### src/rtl/audio_dac_pkg.sv
// Shared constants and code-conversion helpers for the sigma-delta audio DAC.
package audio_dac_pkg;

  // Widest sample the helpers handle; callers truncate the result to BIT_WIDTH.
  localparam int unsigned MAX_WIDTH = 32;

  localparam logic [15:0] UNDERRUN_MAX = 16'hFFFF;

  // Two's complement to offset binary: flip the sign bit of a width-bit code.
  function automatic logic [MAX_WIDTH-1:0] to_offset_binary(input logic [MAX_WIDTH-1:0] s,
                                                            input int unsigned width);
    return s ^ (32'd1 << (width - 1));
  endfunction

  // Code that produces 50% density: 0 for signed input, mid-scale for offset binary.
  function automatic logic [MAX_WIDTH-1:0] silence_code(input logic signed_input,
                                                        input int unsigned width);
    return signed_input ? '0 : (32'd1 << (width - 1));
  endfunction

endpackage

### src/rtl/sd_channel.sv
// One first-order sigma-delta modulator: accumulator plus registered carry bit.
module sd_channel
  import audio_dac_pkg::*;
#(
  parameter int unsigned BIT_WIDTH = 16
) (
  input  logic                 i_clk,
  input  logic                 i_rst_n,
  input  logic                 i_tick,
  input  logic                 i_mute,
  input  logic [BIT_WIDTH-1:0] i_code,
  output logic                 o_pwm
);

  localparam logic [BIT_WIDTH-1:0] MID_SCALE = BIT_WIDTH'(silence_code(1'b0, BIT_WIDTH));

  logic [BIT_WIDTH-1:0] r_acc;
  logic                 r_pwm;
  logic [BIT_WIDTH-1:0] w_u;
  logic [BIT_WIDTH:0]   w_sum;

  // Mute substitutes mid-scale; the carry out of the sum is the density bit.
  always_comb begin
    w_u   = i_mute ? MID_SCALE : i_code;
    w_sum = {1'b0, r_acc} + {1'b0, w_u};
  end

  // Accumulator and output bit advance only on modulator ticks.
  always_ff @(posedge i_clk) begin
    if (!i_rst_n) begin
      r_acc <= '0;
      r_pwm <= 1'b0;
    end else if (i_tick) begin
      r_acc <= w_sum[BIT_WIDTH-1:0];
      r_pwm <= w_sum[BIT_WIDTH];
    end
  end

  assign o_pwm = r_pwm;

endmodule

### src/rtl/audio_sd_dac.sv
// Multi-channel first-order sigma-delta DAC with a one-deep frame buffer,
// per-period frame loading, mute, modulator clock divider and underrun count.
module audio_sd_dac
  import audio_dac_pkg::*;
#(
  parameter int unsigned CHANNELS      = 2,
  parameter int unsigned BIT_WIDTH     = 16,
  parameter bit          SIGNED_INPUT  = 1'b1,
  parameter int unsigned SAMPLE_PERIOD = 256,
  parameter int unsigned OSR_DIV       = 1
) (
  input  logic                          clk_audio,
  input  logic                          rst_n,
  input  logic [CHANNELS*BIT_WIDTH-1:0] sample_word,
  input  logic                          sample_valid,
  output logic                          sample_ready,
  output logic                          sample_strobe,
  input  logic                          mute,
  output logic [CHANNELS-1:0]           pwm_out,
  output logic [15:0]                   underrun_count
);

  localparam int unsigned FRAME_W  = CHANNELS * BIT_WIDTH;
  localparam int unsigned PERIOD_W = $clog2(SAMPLE_PERIOD);
  localparam int unsigned DIV_W    = (OSR_DIV > 1) ? $clog2(OSR_DIV) : 1;

  localparam logic [PERIOD_W-1:0]  PERIOD_LAST = PERIOD_W'(SAMPLE_PERIOD - 1);
  localparam logic [DIV_W-1:0]     DIV_LAST    = DIV_W'(OSR_DIV - 1);
  localparam logic [BIT_WIDTH-1:0] SILENCE     =
      BIT_WIDTH'(silence_code(SIGNED_INPUT, BIT_WIDTH));

  logic [PERIOD_W-1:0] r_period_cnt;
  logic [DIV_W-1:0]    r_div_cnt;
  logic                r_strobe;
  logic [FRAME_W-1:0]  r_pending;
  logic                r_pending_full;
  logic                r_ready;
  logic [FRAME_W-1:0]  r_active;
  logic                r_mute;
  logic [15:0]         r_underrun_count;

  logic                w_load;
  logic                w_tick;
  logic                w_accept;
  logic                w_pending_full_next;
  logic [15:0]         w_underrun_next;

  assign w_load   = (r_period_cnt == PERIOD_LAST);
  assign w_tick   = (r_div_cnt == DIV_LAST);
  assign w_accept = sample_valid && r_ready;

  // Period and divider counters share a reset so ticks stay frame-aligned.
  always_ff @(posedge clk_audio) begin
    if (!rst_n) begin
      r_period_cnt <= '0;
      r_div_cnt    <= '0;
      r_strobe     <= 1'b0;
    end else begin
      r_period_cnt <= w_load ? '0 : r_period_cnt + 1'b1;
      r_div_cnt    <= w_tick ? '0 : r_div_cnt + 1'b1;
      r_strobe     <= w_load;
    end
  end

  // A load always leaves the buffer empty: it drains a full buffer, and an
  // accept on the load cycle bypasses straight into the active frame.
  always_comb begin
    w_pending_full_next = r_pending_full;
    if (w_load) begin
      w_pending_full_next = 1'b0;
    end else if (w_accept) begin
      w_pending_full_next = 1'b1;
    end
  end

  // Holding buffer, ready flag and active frame.
  always_ff @(posedge clk_audio) begin
    if (!rst_n) begin
      r_pending_full <= 1'b0;
      r_ready        <= 1'b0;
      r_pending      <= '0;
      r_active       <= {CHANNELS{SILENCE}};
    end else begin
      r_pending_full <= w_pending_full_next;
      r_ready        <= !w_pending_full_next;
      if (w_accept && !w_load) begin
        r_pending <= sample_word;
      end
      if (w_load) begin
        if (r_pending_full) begin
          r_active <= r_pending;
        end else if (w_accept) begin
          r_active <= sample_word;
        end
      end
    end
  end

  // Underrun when a load finds nothing to take; saturates at full scale.
  assign w_underrun_next =
      (w_load && !r_pending_full && !w_accept && (r_underrun_count != UNDERRUN_MAX)) ?
      r_underrun_count + 16'd1 : r_underrun_count;

  // Underrun counter and mute synchroniser.
  always_ff @(posedge clk_audio) begin
    if (!rst_n) begin
      r_underrun_count <= '0;
      r_mute           <= 1'b0;
    end else begin
      r_underrun_count <= w_underrun_next;
      r_mute           <= mute;
    end
  end

  for (genvar c = 0; c < CHANNELS; c++) begin : g_ch
    logic [BIT_WIDTH-1:0] w_sample;
    logic [BIT_WIDTH-1:0] w_code;

    assign w_sample = r_active[c*BIT_WIDTH +: BIT_WIDTH];
    assign w_code   = SIGNED_INPUT ?
                      BIT_WIDTH'(to_offset_binary(MAX_WIDTH'(w_sample), BIT_WIDTH)) : w_sample;

    sd_channel #(
      .BIT_WIDTH(BIT_WIDTH)
    ) u_ch (
      .i_clk  (clk_audio),
      .i_rst_n(rst_n),
      .i_tick (w_tick),
      .i_mute (r_mute),
      .i_code (w_code),
      .o_pwm  (pwm_out[c])
    );
  end

  assign sample_ready   = r_ready;
  assign sample_strobe  = r_strobe;
  assign underrun_count = r_underrun_count;

endmodule

### config.mk
export PLATFORM = sky130hd
export DESIGN_NAME = audio_sd_dac
export DESIGN_NICKNAME = d
export VERILOG_FILES = /design/src/rtl/audio_dac_pkg.sv /design/src/rtl/sd_channel.sv /design/src/rtl/audio_sd_dac.sv
export SDC_FILE = /design/constraint.sdc
export NUM_CORES = 1
export LEC_CHECK = 0
export CAP_MARGIN = 20
export CORE_MARGIN = 1.5
export CORE_UTILIZATION = 53
export DETAILED_ROUTE_END_ITERATION = 6
export GPL_TIMING_DRIVEN = 0
export PLACE_DENSITY_LB_ADDON = 0.08
export RECOVER_POWER = 25
export SLEW_MARGIN = 20
export SYNTH_ARGS = -nofsm -noshare
export SYNTH_HDL_FRONTEND = slang
export SYNTH_SLANG_ARGS = --single-unit
### constraint.sdc
create_clock -name clk_audio -period 2.45 [get_ports clk_audio]
set_input_delay 0.49 -clock clk_audio [delete_from_list [all_inputs] [get_ports clk_audio]]
set_output_delay 0.49 -clock clk_audio [all_outputs]
set_load 0.01 [all_outputs]
After elaboration in Yosys (flattened, before gate mapping) --
Index checks and enable logic that the tools add are counted.
Storage, ports and cells: input port bits 36, register bits 127
Operators by class: bitwise gates (word level) 3, equal/unequal tests 2, $add $sub $neg 5, reduce and logical (&&, ||, !) cells 13, mux-type cells 6
Operators with widths (number):
- $mux W32 | 2
- $add A16 B16 Y17 | 2
- $mux W16 | 2
- $add A16 B1 Y16 const B | 1
- $ne A16 B16 Y1 const B | 1
- $add A8 B1 Y8 const B | 1
- $eq A8 B8 Y1 const B | 1
- $logic_and A1 B1 Y1 | 5
- $logic_not A1 Y1 | 4
- $reduce_and A2 Y1 | 2
- $not A1 Y1 | 3
- $mux W1 | 2
- $reduce_bool A2 Y1 | 1
- $reduce_or A2 Y1 | 1
- $add A1 B1 Y1 const B | 1

Longest topological paths before layout --
word-level depth 4, mapped depth 10, depth with buffers taken out 9

By module --
From an unflattened synthesis, not the netlist that was laid out.
Unflattened totals: cell total of the unflattened synthesis 763, area total of the unflattened synthesis 6871.6 um2
Modules (own cells, without submodules):
- audio_sd_dac | cells each 421, instances 1, seq. area each 1861.8 um2, area an instance 3996.3 um2
- sd_channel | cells each 171, instances 2, seq. area each 340.3 um2, area an instance 1437.6 um2

Worst setup path after synthesis --
No wires, ideal clock.
path kind register -> register, start point reg r_mute, end point reg g_ch[1].u_ch.r_acc[12], required time 2334 ps, setup slack -163 ps, stages on the path, launching flop included 11, arrival 2497 ps, path buffers 1, path through dfxtp_1 -> clkbuf_1 -> nor2b_1 -> ha_1 -> fa_1 -> a211oi_1 -> o21bai_1 -> o21ai_1 -> o31ai_1 -> or2_1 -> a31o_2
On the way: longest elaborated chain between the ends 2
RTL lines:
- from (decl) | line audio_sd_dac.sv:39 | logic r_mute;
- from (signal assigned) | line audio_sd_dac.sv:111 | r_mute <= mute;
- $mux W16 | line sd_channel.sv:24 | w_u = i_mute ? MID_SCALE : i_code;
- $add A16 B16 Y17 | line sd_channel.sv:25 | w_sum = {1'b0, r_acc} + {1'b0, w_u};
- to (signal assigned) | line sd_channel.sv:34 | r_acc <= w_sum[BIT_WIDTH-1:0];
- to (decl) | line sd_channel.sv:17 | logic [BIT_WIDTH-1:0] r_acc;
Every way passes these cells. A chain may end at the register's enable or synchronous reset.

Worst setup path in the final report --
Ends and elaborated chain as after synthesis.

==> results.md <==
- Run status: finished clean
- Post-Syn Instances: 775
- Setup slack after layout: 0.0450 ns
- Clk sinks: 127
- Reg-to-Reg Start: r_mute$_SDFF_PN0_
- Worst setup path start: r_mute$_SDFF_PN0_
- Startpoint-to-endpoint class of the critical path: reg -> reg
- Finish-stage setup viols: 0
- Psw: 1.13 mW
- Number of buffers on the longest clock path: 2
- Total Power Consumption: 4.98 mW
- Fillcell total: 1,012
- CTS tree: done
- Total wire length after detailed routing: 15,400 microns
- Depth of the most critical reg-to-reg path: 10
- Number of iterations in the first detailed-routing pass: 5
- Standard cell area after detailed placement: 7270 sq um
- Combined area of the multi-input logic cells: 3830 sq um
- Half-perimeter wire length after placement: 11,500 microns
- Port bufs: 55
- Critical path peak fanout: 10
- Number of nets still failing antenna checks after routing: 0
- Pin slew with the least headroom to its limit: 0.713 ns
- Total negative slack for setup checks: 0 ns
- Footprint of the flip-flops and latches: 2550 sq um
- Post-Route Skew: 0.00505 ns
- Overall global routing resource usage: 25.1%
- Proportion of synthesized chip area in sequential cells: 39.0%
- Initial Util: 54.3%
- Critical path startpoint category: flop
- Timing-limited maximum frequency: 0.416 GHz
- Slowest stage cell on the critical path: dfxtp_4
- Via count of the first global-routing pass: 5,293
- WL/cell: 15.3 microns
- Hold-fix buffers, CTS: 0
- Setup slack after placement: -0.422 ns
- Slew headroom: 52.4%
- Mean cell area of the mapped netlist: 8.42 sq um
- Total leakage power: 3.10 nW
- Layout cells sized above 1: 8.46%
- Number of distinct library cells after synthesis: 57
- Initial antenna violation count: 0
- Power per standard cell area: 626 nW/um^2
- H-tree depth: 4
- Vias after detailed routing: 5,635
- Comb power frac: 7.3%
- CP endpoint kind: flop
- Core Box Area: 12,000 sq um
- Data required, critical path: 2.77 ns
- Layout net count: 922
- Weighted congestion reported at the end of routability-driven placement: 0.889
- Number of maximum-capacitance constraint violations: 0
- Post-placement cell count: 977
- Floorplan die area: 13,000 sq um
- Cell types with the highest counts after synthesis: dfxtp_1, nor2_1, nand2_1
- Async set-or-reset flop fraction in the synthesized netlist: 0%
- Wire length of the first global-routing pass: 25,400 microns
- Num ports: 56
- Cell Chain, Critical Path: clkbuf_16, nor2b_1, ha_2, fa_2, a211oi_4, o21bai_2, o21ai_2, o31ai_2, or2_1, a31o_2
- Top layer in use: met4
- CTS Root Buffer Type: clkbuf_16
- Most frequent cell after synthesis: dfxtp_1
- Count of flip-flops with a built-in enable after synthesis: 0
- Post-route design area: 7960 sq um
- Area growth from synthesis to layout: 22.1%
- Internal reg-to-reg setup slack: 0.04 ns
- Final critical delay including setup and external delays: 2.41 ns
- Flops & latches, synth: 127
- Critical Path Max Stage Delay: 0.39 ns
- Number of instances on the worst hold path: 2
- Hold_sp: r_pending[21]$_SDFFE_PN0P_
- Number of vias per cell: 5.58
- Final Hold Vio Count: 0
- Netlist area before placement: 6520 sq um
- Max-slew violation count: 0
- Floorplan row count: 40
- Insertion delay of the later-clocked pin in the worst-skew pair: 0.42 ns
- Number of buffers added by the clock tree synthesis step: 17
- Clock power share: 49.7%
- Number of nets in the synthesized netlist: 847
- Maximum number of pins on one net before global-route repair: 17
- Unrepaired setup endpoints after global routing: true
- Dominant synthesized flop cell: dfxtp_1
- Part of the total power dissipated in sequential elements: 43.0%
- Antenna diode count: 0
- Switching power share of the total: 22.8%
- Maximum vdd ir drop: 0.439 mV
- WL met2: 7250 microns
- Die Wd: 114 microns
- Share of the synthesized area in the top cell type: 39.0%
- Worst hold-check path type: reg -> reg
- RR Endpoint: g_ch[1].u_ch.r_acc[12]$_SDFFE_PN0N_
- Gr ovfl total: 0
- Number of design-rule violations left by the first detailed-router iteration: 237
- Number of non-filler instances in the completed layout: 1,010
- Met1 Wirelength: 7240 microns
- Part of the cycle the worst path needs: 98.2%
- WL met3: 738 microns
- WHS: 0.456 ns
- Crit path arrival time: 2.72 ns
- Clock-pin slew on the worst setup and hold paths: 0.05 ns
- WHS Endpoint: r_pending[21]$_SDFFE_PN0P_
- Largest cells by area after synthesis: dfxtp_1, ha_1, mux2i_1
- Fin util: 66.3%
- Yosys warns: 0
- Area leader, netlist: dfxtp_1
- Internal Pwr Total: 3.85 mW
- Chip Height: 114 microns
- Remaining routing DRC violations: 0
==> power by group through the flow <==
stage                     sequential (mW)  clock (mW)  combinational, mW
final                                2.14        2.48              0.362
after CTS                            2.14        2.51              0.363
after detailed placement             2.18           0              0.358
after global routing                 2.14        2.62              0.395
after floorplan                      2.18           0              0.213
after global placement               2.18           0              0.349
==> worst max-delay path: cells and delay by family (launching register included) <==
kind	cells	cell delay [ns]
buf+inv	1	0.16
simple gates	2	0.28
flops	1	0.39
compound gates	5	0.91
fa+ha+maj	2	0.55
==> cell type report <==
type                            instances  share of cell area (%)
Clock buffer                           24                    6.05
Buffer                                 42                    2.78
Sequential cell                       127                    32.0
Tap cell                              147                    2.31
Multi-Input combinational cell        598                    48.1
Timing Repair Buffer                   57                    7.10
Clock inverter                          8                    1.34
Inverter                                7                   0.330
==> worst max path at each step <==
stage                                               end  slack, ns  depth (start not counted)
floorplan           g_ch[1].u_ch.r_acc[12]$_SDFFE_PN0N_       0.01                         10
global placement    g_ch[1].u_ch.r_acc[12]$_SDFFE_PN0N_      -0.40                         10
detailed placement  g_ch[1].u_ch.r_acc[12]$_SDFFE_PN0N_      -0.42                         10
CTS                 g_ch[1].u_ch.r_acc[12]$_SDFFE_PN0N_      0.004                         10
global route        g_ch[1].u_ch.r_acc[12]$_SDFFE_PN0N_      -0.06                         10
finish              g_ch[1].u_ch.r_acc[12]$_SDFFE_PN0N_       0.04                         10
==> timing repair <==
action / CTS / global route
resized for setup: 11 / 18
buffers inserted: 2 / 0
pin swaps: 4 / 4
setup endpoints to repair: 13 / 14
==> cell usage in the layout (no fill, tap or decap), drive strengths merged, types with 9 or more instances in the layout <==
cell and count:
o21ai 33, nand3 28, dfxtp 127, clkbuf 50
dlygate4sd3 20, nand2 97, nor2 99, clkdlybuf4s50 35
a211oi 42, ha 34, mux2i 40, a21o 9
nor3 11, a21oi 67, nand4 10, nor2b 32
buf 18, xnor2 18, xor2 18
==> cell families after synthesis <==
kind of cell / after synthesis / synth area share (%)
muxes: 41 / 6.31
AOI/OAI and AO/OA: 185 / 18.2
buffers and inverters: 50 / 3.47
other: 1 / 0.0575
DFF: 127 / 39.0
xor gates and xnor gates: 36 / 4.83
and+or+nand+nor: 299 / 21.0
adders and majority gates: 36 / 7.13
==> per-layer routing <==
layer  global-route usage, %  up-vias
li1                        -     2883
met1                    32.6     2596
met2                    40.7      137
met3                    5.90       19
met4                    9.25        0
met5                       0        -
==> flip-flops by register name (all words and copies together), names as in the netlist <==
name,cells
underrun_count,16
g_ch.u_ch.r_acc,32
r_pending,32
g_ch.u_ch.o_pwm,2
r_pending_full,1
r_div_cnt,1
r_period_cnt,8
r_mute,1
r_active,32
sample_strobe,1
sample_ready,1
Power figures use the tool's default switching activity.
